File: src/rtl/audio_pkg.sv
// Shared constants and state encoding for the I2S audio transmitter.
package audio_pkg;

    localparam int SLOT_COUNT = 32;
    localparam int SLOT_W     = 5;
    localparam int SAMPLE_W   = 16;
    localparam int FRAME_W    = 2 * SAMPLE_W;

    typedef enum logic {
        STOP = 1'b0,
        RUN  = 1'b1
    } tx_state_t;

endpackage

File: src/rtl/audio_i2s_clkgen.sv
// SCK divider and slot counter; o_slot_end flags the clk before an SCK falling edge.
module audio_i2s_clkgen
    import audio_pkg::*;
#(
    parameter int SCK_DIV = 4
) (
    input  logic              clk,
    input  logic              reset_n,
    input  logic              i_active,
    output logic              o_sck,
    output logic [SLOT_W-1:0] o_slot,
    output logic              o_slot_end
);

    localparam int DIV_W = (SCK_DIV > 1) ? $clog2(SCK_DIV) : 1;

    logic [DIV_W-1:0]  r_div;
    logic              r_sck;
    logic [SLOT_W-1:0] r_slot;
    logic              w_tc;

    assign w_tc       = i_active && (r_div == DIV_W'(SCK_DIV - 1));
    assign o_slot_end = w_tc && r_sck;
    assign o_sck      = r_sck;
    assign o_slot     = r_slot;

    // Divider, SCK toggle and slot count; everything parks at zero while inactive.
    always_ff @(posedge clk) begin
        if (!reset_n || !i_active) begin
            r_div  <= '0;
            r_sck  <= 1'b0;
            r_slot <= '0;
        end else if (w_tc) begin
            r_div <= '0;
            r_sck <= ~r_sck;
            if (r_sck) begin
                r_slot <= (r_slot == SLOT_W'(SLOT_COUNT - 1)) ? '0 : r_slot + SLOT_W'(1);
            end else begin
                r_slot <= r_slot;
            end
        end else begin
            r_div  <= r_div + DIV_W'(1);
            r_sck  <= r_sck;
            r_slot <= r_slot;
        end
    end

endmodule

File: src/rtl/audio_i2s_tx.sv
// Stereo 16-bit I2S transmitter with one-sample holding buffer.
// Define AUDIO_I2S_TX_LJ_EN for left-justified framing (no delay slot).
module audio_i2s_tx
    import audio_pkg::*;
#(
    parameter int SCK_DIV = 4
) (
    input  logic                clk,
    input  logic                reset_n,
    input  logic                en,
    input  logic                in_valid,
    output logic                in_ready,
    input  logic [SAMPLE_W-1:0] in_left,
    input  logic [SAMPLE_W-1:0] in_right,
    output logic                i2s_sck,
    output logic                i2s_lrck,
    output logic                i2s_sdata,
    output logic                underrun
);

    tx_state_t         r_state;
    tx_state_t         w_state_nxt;
    logic              w_active;
    logic              w_slot_end;
    logic [SLOT_W-1:0] w_slot;
    logic              w_frame_start;
    logic              w_accept;
    logic [FRAME_W-1:0] w_load;

    logic               r_buf_full;
    logic [FRAME_W-1:0] r_buf;
    logic [FRAME_W-1:0] r_last;
    logic [FRAME_W-1:0] r_shift;
    logic               r_sdata;
    logic               r_underrun;

    assign w_active = (r_state == RUN) && en;

    audio_i2s_clkgen #(
        .SCK_DIV   (SCK_DIV)
    ) u_clkgen (
        .clk       (clk),
        .reset_n   (reset_n),
        .i_active  (w_active),
        .o_sck     (i2s_sck),
        .o_slot    (w_slot),
        .o_slot_end(w_slot_end)
    );

    // A frame starts on the STOP->RUN edge and whenever slot 31 ends.
    assign w_frame_start = ((r_state == STOP) && en)
                         || (w_slot_end && (w_slot == SLOT_W'(SLOT_COUNT - 1)));
    assign w_accept      = in_valid && !r_buf_full;
    assign w_load        = r_buf_full ? r_buf : r_last;

    assign in_ready  = !r_buf_full;
    assign i2s_lrck  = w_slot[SLOT_W-1];
    assign i2s_sdata = r_sdata;
    assign underrun  = r_underrun;

    // State register.
    always_ff @(posedge clk) begin
        if (!reset_n) begin
            r_state <= STOP;
        end else begin
            r_state <= w_state_nxt;
        end
    end

    // Next-state logic.
    always_comb begin
        w_state_nxt = r_state;
        case (r_state)
            STOP: begin
                if (en) w_state_nxt = RUN;
                else    w_state_nxt = STOP;
            end
            RUN: begin
                if (!en) w_state_nxt = STOP;
                else     w_state_nxt = RUN;
            end
            default: w_state_nxt = STOP;
        endcase
    end

    // Holding buffer, shifter and serial data; shifter is cleared while stopped.
    always_ff @(posedge clk) begin
        if (!reset_n) begin
            r_buf_full <= 1'b0;
            r_buf      <= '0;
            r_last     <= '0;
            r_shift    <= '0;
            r_sdata    <= 1'b0;
            r_underrun <= 1'b0;
        end else begin
            r_underrun <= w_frame_start && !r_buf_full;

            if (w_accept) begin
                r_buf_full <= 1'b1;
                r_buf      <= {in_left, in_right};
            end else if (w_frame_start) begin
                r_buf_full <= 1'b0;
            end else begin
                r_buf_full <= r_buf_full;
            end

            if (w_frame_start && r_buf_full) begin
                r_last <= r_buf;
            end else begin
                r_last <= r_last;
            end

            if (!en) begin
                r_sdata <= 1'b0;
                r_shift <= '0;
            end else if (w_frame_start) begin
`ifdef AUDIO_I2S_TX_LJ_EN
                r_sdata <= w_load[FRAME_W-1];
                r_shift <= {w_load[FRAME_W-2:0], 1'b0};
`else
                // Slot 0 still carries the previous right LSB, left behind in bit 31.
                r_sdata <= r_shift[FRAME_W-1];
                r_shift <= w_load;
`endif
            end else if (w_slot_end) begin
                r_sdata <= r_shift[FRAME_W-1];
                r_shift <= {r_shift[FRAME_W-2:0], 1'b0};
            end else begin
                r_sdata <= r_sdata;
                r_shift <= r_shift;
            end
        end
    end

endmodule

File: config.mk
export PLATFORM = sky130hd
export DESIGN_NAME = audio_i2s_tx
export DESIGN_NICKNAME = d
export VERILOG_FILES = /design/src/rtl/audio_pkg.sv /design/src/rtl/audio_i2s_clkgen.sv /design/src/rtl/audio_i2s_tx.sv
export SDC_FILE = /design/constraint.sdc
export NUM_CORES = 1
export LEC_CHECK = 0
export CAP_MARGIN = 20
export CORE_AREA = 2 2 95 97
export CTS_CLUSTER_DIAMETER = 120
export CTS_CLUSTER_SIZE = 10
export DETAILED_ROUTE_END_ITERATION = 10
export DIE_AREA = 0 0 97 99
export PLACE_DENSITY = 0.8
export SETUP_SLACK_MARGIN = 0.4
export SKIP_LAST_GASP = 1
export SYNTH_ARGS = -nofsm -noshare
export SYNTH_HDL_FRONTEND = slang
export SYNTH_HIERARCHICAL = 1
export SYNTH_SLANG_ARGS = --single-unit
export TNS_END_PERCENT = 10
File: constraint.sdc
create_clock -name clk -period 5.8 [get_ports clk]
set_input_delay 0.58 -clock clk [delete_from_list [all_inputs] [get_ports clk]]
set_output_delay 0.58 -clock clk [all_outputs]
set_load 0.005 [all_outputs]
After elaboration in Yosys (flattened, before gate mapping)

Index checks and enable logic that the tools add are counted.

Register bits: 108
Bits of input ports: 36
Output and inout port bits: 5
Word-level logic and storage cells: 43

Add/subtract/negate cells: 2
Equality and inequality tests: 2
Multiplexer cells: 9
Bitwise operators: 2
Reductions and logical operators: 18

Operators by type and width:

| kind                                         | number |
|---|---|
| 2-to-1 mux 32 bit                            | 3 |
| logical AND 1 bit                            | 8 |
| adder 5 x 1 -> 5 bit (second input constant) | 1 |
| equality test 5 bit (second input constant)  | 1 |
| 2-to-1 mux 1 bit                             | 5 |
| 2-to-1 mux 5 bit                             | 1 |
| AND reduction 2 bit                          | 2 |
| nonzero test 2 bit                           | 2 |
| logical NOT 1 bit                            | 3 |
| adder 2 x 1 -> 2 bit (second input constant) | 1 |
| equality test 2 bit (second input constant)  | 1 |
| logical OR 1 bit                             | 2 |
| NOT 1 bit                                    | 2 |
| OR reduction 2 bit                           | 1 |

Longest topological paths before layout

Gate-level depths: netlist (run 1).

Depth in word-level cells: 7
Depth in mapped cells: 8
Mapped depth without buffers: 6

Modules after synthesis

The synthesis (run 1) kept the hierarchy.

Modules (own cells, without submodules):

| module           | instances | cells each | area each (sq um) | sequential area each (sq um) |
|---|---|---|---|---|
| audio_i2s_tx     | 1         | 510        | 4626.9            | 2001.9 |
| audio_i2s_clkgen | 1         | 35         | 350.3             | 160.2 |

Worst setup path after synthesis (run 1)

Ideal clock, no wire load.

Path type: input -> register
Start point: input en
End point: register r_shift[10]
Setup time: 121 ps
Arrival: 1964 ps
Required time: 5679 ps
Slack: 3715 ps
Stages on the path: 8
Buffers on the path: 2
Cell sequence: and2_1 > nand3_4 > inv_1 > buf_4 > nand4_4 > o21ai_4 > buf_6 > mux2_2

Cells in the longest elaborated chain, start to end: 6
Elaborated cells on any way between the ends: 9
Those cells by class: mux (1); reduce/logical (8)

Ends and longest elaborated chain:

| element                                                        | RTL line               | source |
|---|---|---|
| from (decl)                                                    | audio_i2s_tx.sv:10     | `input logic en,` |
| logical AND 1 bit (*)                                          | audio_i2s_tx.sv:37     | `assign w_active = (r_state == RUN) && en;` |
| logical AND 1 bit (*)                                          | audio_i2s_clkgen.sv:22 | `assign w_tc = i_active && (r_div == DIV_W'(SCK_DIV - 1));` |
| logical AND 1 bit (*)                                          | audio_i2s_clkgen.sv:23 | `assign o_slot_end = w_tc && r_sck;` |
| named net w_slot_end                                           | audio_i2s_tx.sv:24     | `logic w_slot_end;` |
| logical AND 1 bit                                              | audio_i2s_tx.sv:52     | `\|\| (w_slot_end && (w_slot == SLOT_W'(SLOT_COUNT - 1)));` |
| logical OR 1 bit                                               | audio_i2s_tx.sv:52     |  |
| 2-to-1 mux 32 bit / nonzero test 2 bit (equally long branches) | --                     |  |
| to (signal assigned)                                           | audio_i2s_tx.sv:123    | `r_shift <= w_load;` |
| to (signal assigned)                                           | audio_i2s_tx.sv:127    | `r_shift <= {r_shift[FRAME_W-2:0], 1'b0};` |
| to (signal assigned)                                           | audio_i2s_tx.sv:130    | `r_shift <= r_shift;` |
| to (decl)                                                      | audio_i2s_tx.sv:33     | `logic [FRAME_W-1:0] r_shift;` |

Mark *: on every way through the listed nets, which the timed path passes. The rest lies on a longest branch.
A chain may end at the register's enable or synchronous reset.

Worst setup path in the final report (run 1)

Start point: input en
End point: register r_shift[9]

Cells in the longest elaborated chain, start to end: 6
Elaborated cells on any way between the ends: 9
Those cells by class: mux (1); reduce/logical (8)

Ends and longest elaborated chain:

| element                                                        | RTL line               | source |
|---|---|---|
| logical AND 1 bit (*)                                          | audio_i2s_tx.sv:37     |  |
| named net w_active                                             | audio_i2s_tx.sv:23     | `logic w_active;` |
| logical AND 1 bit (*)                                          | audio_i2s_clkgen.sv:22 |  |
| logical AND 1 bit (*)                                          | audio_i2s_clkgen.sv:23 |  |
| named net w_slot_end                                           | audio_i2s_tx.sv:24     |  |
| logical AND 1 bit                                              | audio_i2s_tx.sv:52     |  |
| logical OR 1 bit                                               | audio_i2s_tx.sv:52     |  |
| 2-to-1 mux 32 bit / nonzero test 2 bit (equally long branches) | --                     |  |

Marks and branches as above.

==> results of run 1 <==
-- registers in the layout, indices dropped and copies added (netlist names) --
register	flops
r_buf	32
i2s_sdata	1
u_clkgen/r_div	2
underrun	1
u_clkgen/o_sck	1
r_shift	32
u_clkgen/o_slot	5
r_buf_full	1
r_last	32
r_state	1
-- worst register-to-register path, delay by kind of cell (launching register included) --
| family | cells | cell delay, ns |
|---|---|---|
| compound gates | 1 | 0.82 |
| flops | 1 | 0.35 |
| mux | 1 | 0.45 |
| fa+ha+maj | 1 | 0.27 |
| buf+inv | 2 | 0.53 |
| simple gates | 2 | 0.35 |
-- synth_stat cells, drive strengths merged (2+ instances only) --
library cell / n
nand2: 134
dfxtp: 108
mux2i: 97
nor2: 68
a21boi: 32
mux2: 31
buf: 28
clkbuf: 11
o21ai: 5
a21oi: 4
ha: 3
inv: 3
nand3: 3
and3: 2
nand2b: 2
nor2b: 2
-- metrics by stage --
stage               total power, mW  cell area (sq um)  cells   util
floorplan                     0.885               4980    545      -
global placement              0.923               5340    659  0.625
detailed placement            0.928               5340    659  0.625
CTS                            1.41               5560    675  0.650
global route                   1.46               5590    677  0.654
finish                         1.40               5590    677  0.654
-- cells by family (layout without fill, tap and decap cells) --
kind of cell / after synthesis / in the layout / synth area share
and+or+nand+nor: 219 / 219 / 0.180
AOI/OAI and AO/OA: 44 / 44 / 0.0669
adders and majority gates: 3 / 3 / 0.00754
xor gates and xnor gates: 1 / 1 / 0.00176
muxes: 128 / 128 / 0.265
DFF: 108 / 108 / 0.434
buffers and inverters: 42 / 66 / 0.0442
-- metal layers --
layer / share of wire / track usage / up-vias
met1: 0.46 / 0.220 / 1702
met2: 0.50 / 0.353 / 43
li1: - / - / 1844
met4: 0.015 / 0.0769 / 0
met3: 0.028 / 0.0270 / 12
met5: 0 / 0 / -
-- layout by cell type, fill, tap and decap left out, types with 2 or more instances in the layout --
master	count
nor2_1	68
nand3_1	2
and3_1	2
o21ai_0	4
a21boi_0	32
mux2_2	31
dfxtp_1	107
a21oi_1	4
ha_1	3
clkinv_2	3
inv_1	3
clkbuf_8	9
bufinv_16	2
clkdlybuf4s50_1	39
nand2_1	133
buf_4	5
nand2b_1	2
mux2i_1	97
-- area by class of cell --
cell class | instances | area [sq um] | share of cell area
flip-flops and latches | 108 | 2160 | 0.387
clock buffers | 9 | 124 | 0.0221
clock inverters | 7 | 91.3 | 0.0163
multi-input cells | 395 | 2600 | 0.465
well taps | 108 | 135 | 0.0242
repair buffers | 47 | 468 | 0.0837
inverters | 3 | 11.3 | 0.00201
-- path summary, 6_finish.rpt --
kind / start / to / slack, ns / cells after the start
setup / recovery: en / r_shift[9]$_SDFFE_PN0P_ / 2.60 / 8
hold / removal: u_clkgen/r_div[0]$_SDFF_PP0_ / u_clkgen/r_div[0]$_SDFF_PP0_ / 0.44 / 1
setup reg to reg: u_clkgen/r_div[0]$_SDFF_PP0_ / r_shift[9]$_SDFFE_PN0P_ / 2.93 / 7
hold reg to reg: u_clkgen/r_div[0]$_SDFF_PP0_ / u_clkgen/r_div[0]$_SDFF_PP0_ / 0.44 / 1
-- power by group through the flow --
stage          Combinational (mW)  Sequential (mW)  Clock [mW]
4_1_cts                     0.132            0.779       0.502
3_3_place_gp                0.128            0.795           0
2_1_floorplan              0.0972            0.788           0
3_5_place_dp                0.132            0.796           0
5_1_grt                     0.148            0.782       0.529
6_report                    0.134            0.779       0.490
==> impl_metrics.toml, run 1 <==
[status]
status = "finished clean"

[critical_path]
slowest_delay_ns = 0.82
crit_buf_inv = 3
path_cells = "clkdlybuf4s50_1 > and2_1 > nand3_4 > inv_1 > buf_4 > nand4_4 > o21ai_4 > mux2_2"
cp_max_fo = 35
worstPathArrival_ns = 3.46
cpLargestDelayFamily = "buffers and inverters"
path_class = "primary input to flop"
critPathLaunchType = "primary input"
cp_slowest_cell = "o21ai_4"
worstSetupEndpointType = "flop"
cp.required_ns = 6.06

[place]
dp_slack_ns = 2.23
port_buffers = 40
gp_congestion = 0.780
dp_hpwl_microns = 5860

[job]
drv_cap = 0

[power]
p_switching_uw = 335
p_comb_frac = 0.096
switching_share = 0.239
power_density_nw_per_um2 = 251
p_int_mw = 1.07
worst_ir_drop_vdd_mv = 0.162
clockPowerShare = 0.350
seqPwrFrac = 0.555
p_leak_nw = 1.97

[sta]
hold_violations = 0
setup_violations = 0
post-route-period-util = 0.553
tightestPinTransition_ns = 1.03
timing.max_slew.rel_slack = 0.314
drv_slew = 0
fin_crit_ns = 3.20
fmax_ghz = 0.312
rsz0062_at_grt = "no"
setup_tns_ns = 0
fin_skew_ns = 0.0112
layout_setup_ws_ns = 2.60
hold_slack_ns = 0.443

[cts]
cts_inserted_buffers = 9
postCtsHoldBufs = 0
clock_sinks = 108
ctsLongestPathBuffers = 2
cts_root_buffer = "clkbuf_8"
cts-resized-gates = 0
post-cts-setup-buffers = 0
cts-htree-levels = 3
cts_tree = "yes"
clkLatencyLatePin_ns = 0.37
clkTransAtPathRegs_ns = 0.10

[logic_synthesis]
yosysTopAreaCell = "dfxtp_1"
synth_area_sq_um = 4980
syn_nets = 584
synthCells = 545
ys_ff_latch = 108
synth_cell_types = 33
synth_edf_count = 0
yosys_warnings = 6
synth.top_cell.area_share = 0.434
synth-main-ff-cell = "dfxtp_1"
avgSynthCellArea_sq_um = 9.13
synthTopCellsByArea = "dfxtp_1 (43%), mux2i_1 (20%), nand2_1 (10%), mux2_2 (7.0%), nor2_1 (5.1%)"
yosysSeqAreaShare = 0.434
synthArstFlopShare = 0

[routing]
first_pass_iters = 4
wl_per_cell_microns = 13.3
vias = 3601
ant_nets = 0
drt-total-wl_microns = 9010
drt-initial-drc-count = 209
via_per_inst = 5.32
drcViolationCount = 0

[die]
io-pin-count = 41
num_rows = 34
initial_utilization = 0.582
fp.dieW_microns = 97
die-area_sq_um = 9600
die_y_microns = 99
coreArea_sq_um = 8550

[grt]
overflow = 0
grt_usage = 0.190
grt_pass1_wl_microns = 15200
antenna_found_initial = 0
grt_pass1_vias = 3533
grt_start_max_net_pins = 102

[cells_and_area]
n_antenna_cell = 0
layout-drive-gt1-share = 0.111
fin_nets = 603
area_growth_pct = 12.4
fillCellCount = 675

[min_path]
hp-class = "flop to flop"
Note: power is estimated with default switching activity, not from simulation.
==> inputs of run 2 (changes only) <==
--- a/config.mk
+++ b/config.mk
@@ -6,12 +6,12 @@
 export NUM_CORES = 1
 export LEC_CHECK = 0
 export CAP_MARGIN = 20
-export CORE_AREA = 2 2 95 97
+export CORE_AREA = 2 2 101 103
 export CTS_CLUSTER_DIAMETER = 120
 export CTS_CLUSTER_SIZE = 10
 export DETAILED_ROUTE_END_ITERATION = 10
-export DIE_AREA = 0 0 97 99
-export PLACE_DENSITY = 0.8
+export DIE_AREA = 0 0 103 105
+export PLACE_DENSITY = 0.75
 export SETUP_SLACK_MARGIN = 0.4
 export SKIP_LAST_GASP = 1
 export SYNTH_ARGS = -nofsm -noshare
==> constraint.sdc (replaced) <==
create_clock -name clk -period 2.7 [get_ports clk]
set_input_delay 0.27 -clock clk [delete_from_list [all_inputs] [get_ports clk]]
set_output_delay 0.27 -clock clk [all_outputs]
set_load 0.005 [all_outputs]
==> impl_metrics.toml, run 2 (synthesis results as in run 1) <==
[cells_and_area]
n_antenna_cell = 0
fillCellCount = 863
fin_nets = 608
fin_util = 0.590
top_regs = "r_buf x32, r_last x32, r_shift x32"
final_common_cell = "nand2_1"
final_cell_mix = "nand2_1 (133), dfxtp_1 (107), mux2i_1 (97)"
area_growth_pct = 14.4
layout-drive-gt1-share = 0.117

[place]
port_buffers = 40
dp_slack_ns = 0.358
dp_hpwl_microns = 6190
gp_congestion = 0.686

[critical_path]
cp_max_fo = 15
path_class = "flop to flop"
worstSetupEndpointType = "flop"
critPathLaunchType = "flop"
worstPathArrival_ns = 2.28
cp.required_ns = 2.96

[cts]
cts_tree = "yes"
ctsLongestPathBuffers = 2
cts-htree-levels = 3
clock_sinks = 108
cts-resized-gates = 0
clkLatencyLatePin_ns = 0.36
postCtsHoldBufs = 0
cts_root_buffer = "clkbuf_8"
clkTransAtPathRegs_ns = 0.10
post-cts-setup-buffers = 0
cts_inserted_buffers = 9

[die]
io-pin-count = 41
fp.dieW_microns = 103
die-area_sq_um = 10800
die_y_microns = 105
coreArea_sq_um = 9640
initial_utilization = 0.516
num_rows = 36

[grt]
grt_pass1_wl_microns = 15900
overflow = 0
grt_start_max_net_pins = 101
grt_pass1_vias = 3538
antenna_found_initial = 0
grt_usage = 0.182

[routing]
drt-initial-drc-count = 116
wl_per_cell_microns = 13.0
vias = 3637
first_pass_iters = 4
via_per_inst = 5.14
drcViolationCount = 0
ant_nets = 0
drt-total-wl_microns = 9180

[sta]
setup_tns_ns = 0
fin_skew_ns = 0.0110
layout_setup_ws_ns = 0.682
post-route-period-util = 0.748
setup_violations = 0
drv_slew = 0
fmax_ghz = 0.495
timing.max_slew.rel_slack = 0.427
tightestPinTransition_ns = 0.860
rsz0062_at_grt = "no"
hold_violations = 0
fin_crit_ns = 2.02

[power]
worst_ir_drop_vdd_mv = 0.255
p_leak_nw = 2.01
power_density_nw_per_um2 = 548

[min_path]
hp-class = "primary input to flop"

[status]
status = "finished clean"

[job]
drv_cap = 0
-- run 2: changes by cell type in the layout (fill, tap and decap cells not counted) --
cell | before | now
clkbuf_1 | 0 | 1
clkinv_2 | 3 | 1
clkinvlp_4 | 1 | 0
bufinv_16 | 2 | 3
buf_8 | 1 | 0
buf_12 | 1 | 2
buf_4 | 5 | 10
clkinv_4 | 1 | 2
-- run 2: critical path, cell delays in order, from the launching register on --
cell and delay, ns:
dfxtp_1 0.36, ha_1 0.29, nand3_4 0.16, inv_1 0.17, buf_4 0.29, mux2i_1 0.29, nor2_1 0.07, mux2_2 0.28
-- run 2: metrics by stage --
stage | total power [mW] | instance area, sq um | hold slack (ns) | std cells
finish | 3.12 | 5690 | 0.453 | 707
global route | 3.25 | 5690 | 0.464 | 707
CTS | 3.14 | 5690 | 0.450 | 707
detailed placement | 2.01 | 5450 | 0.446 | 691
global placement | 2.00 | 5450 | 0.416 | 691
floorplan | 1.90 | 4980 | 0.408 | 545
-- run 2: final cells by class --
type / count / area, sq um / area share
multi-input cells: 395 / 2600 / 0.457
clock inverters: 6 / 113 / 0.0198
well taps: 133 / 166 / 0.0292
clock buffers: 10 / 128 / 0.0224
repair buffers: 52 / 510 / 0.0897
inverters: 3 / 11.3 / 0.00198
flip-flops and latches: 108 / 2160 / 0.380
-- run 2: layer usage --
metal,vias up,share of wire,GRT usage
li1,1850,-,-
met1,1728,0.47,0.236
met2,45,0.48,0.303
met3,14,0.027,0.0368
met4,0,0.015,0.0517
met5,-,0,0
-- run 2: path summary, 6_finish.rpt --
path,cells after the start,slack [ns],from,end
worst max register to register,7,0.68,u_clkgen/r_div[0]$_SDFF_PP0_,r_shift[4]$_SDFFE_PN0P_
worst max-delay path,7,0.68,u_clkgen/r_div[0]$_SDFF_PP0_,r_shift[4]$_SDFFE_PN0P_
worst min register to register,2,0.46,r_last[8]$_SDFFE_PN0P_,r_last[8]$_SDFFE_PN0P_
worst min-delay path,3,0.45,in_right[6],r_buf[6]$_SDFFE_PN0P_
-- run 2: power by group --
part | total [mW] | switching (mW) | internal, mW
Clock | 1.15 | 0.535 | 0.618
Sequential | 1.67 | 0.0341 | 1.64
Combinational | 0.297 | 0.154 | 0.143
Total | 3.12 | 0.723 | 2.40
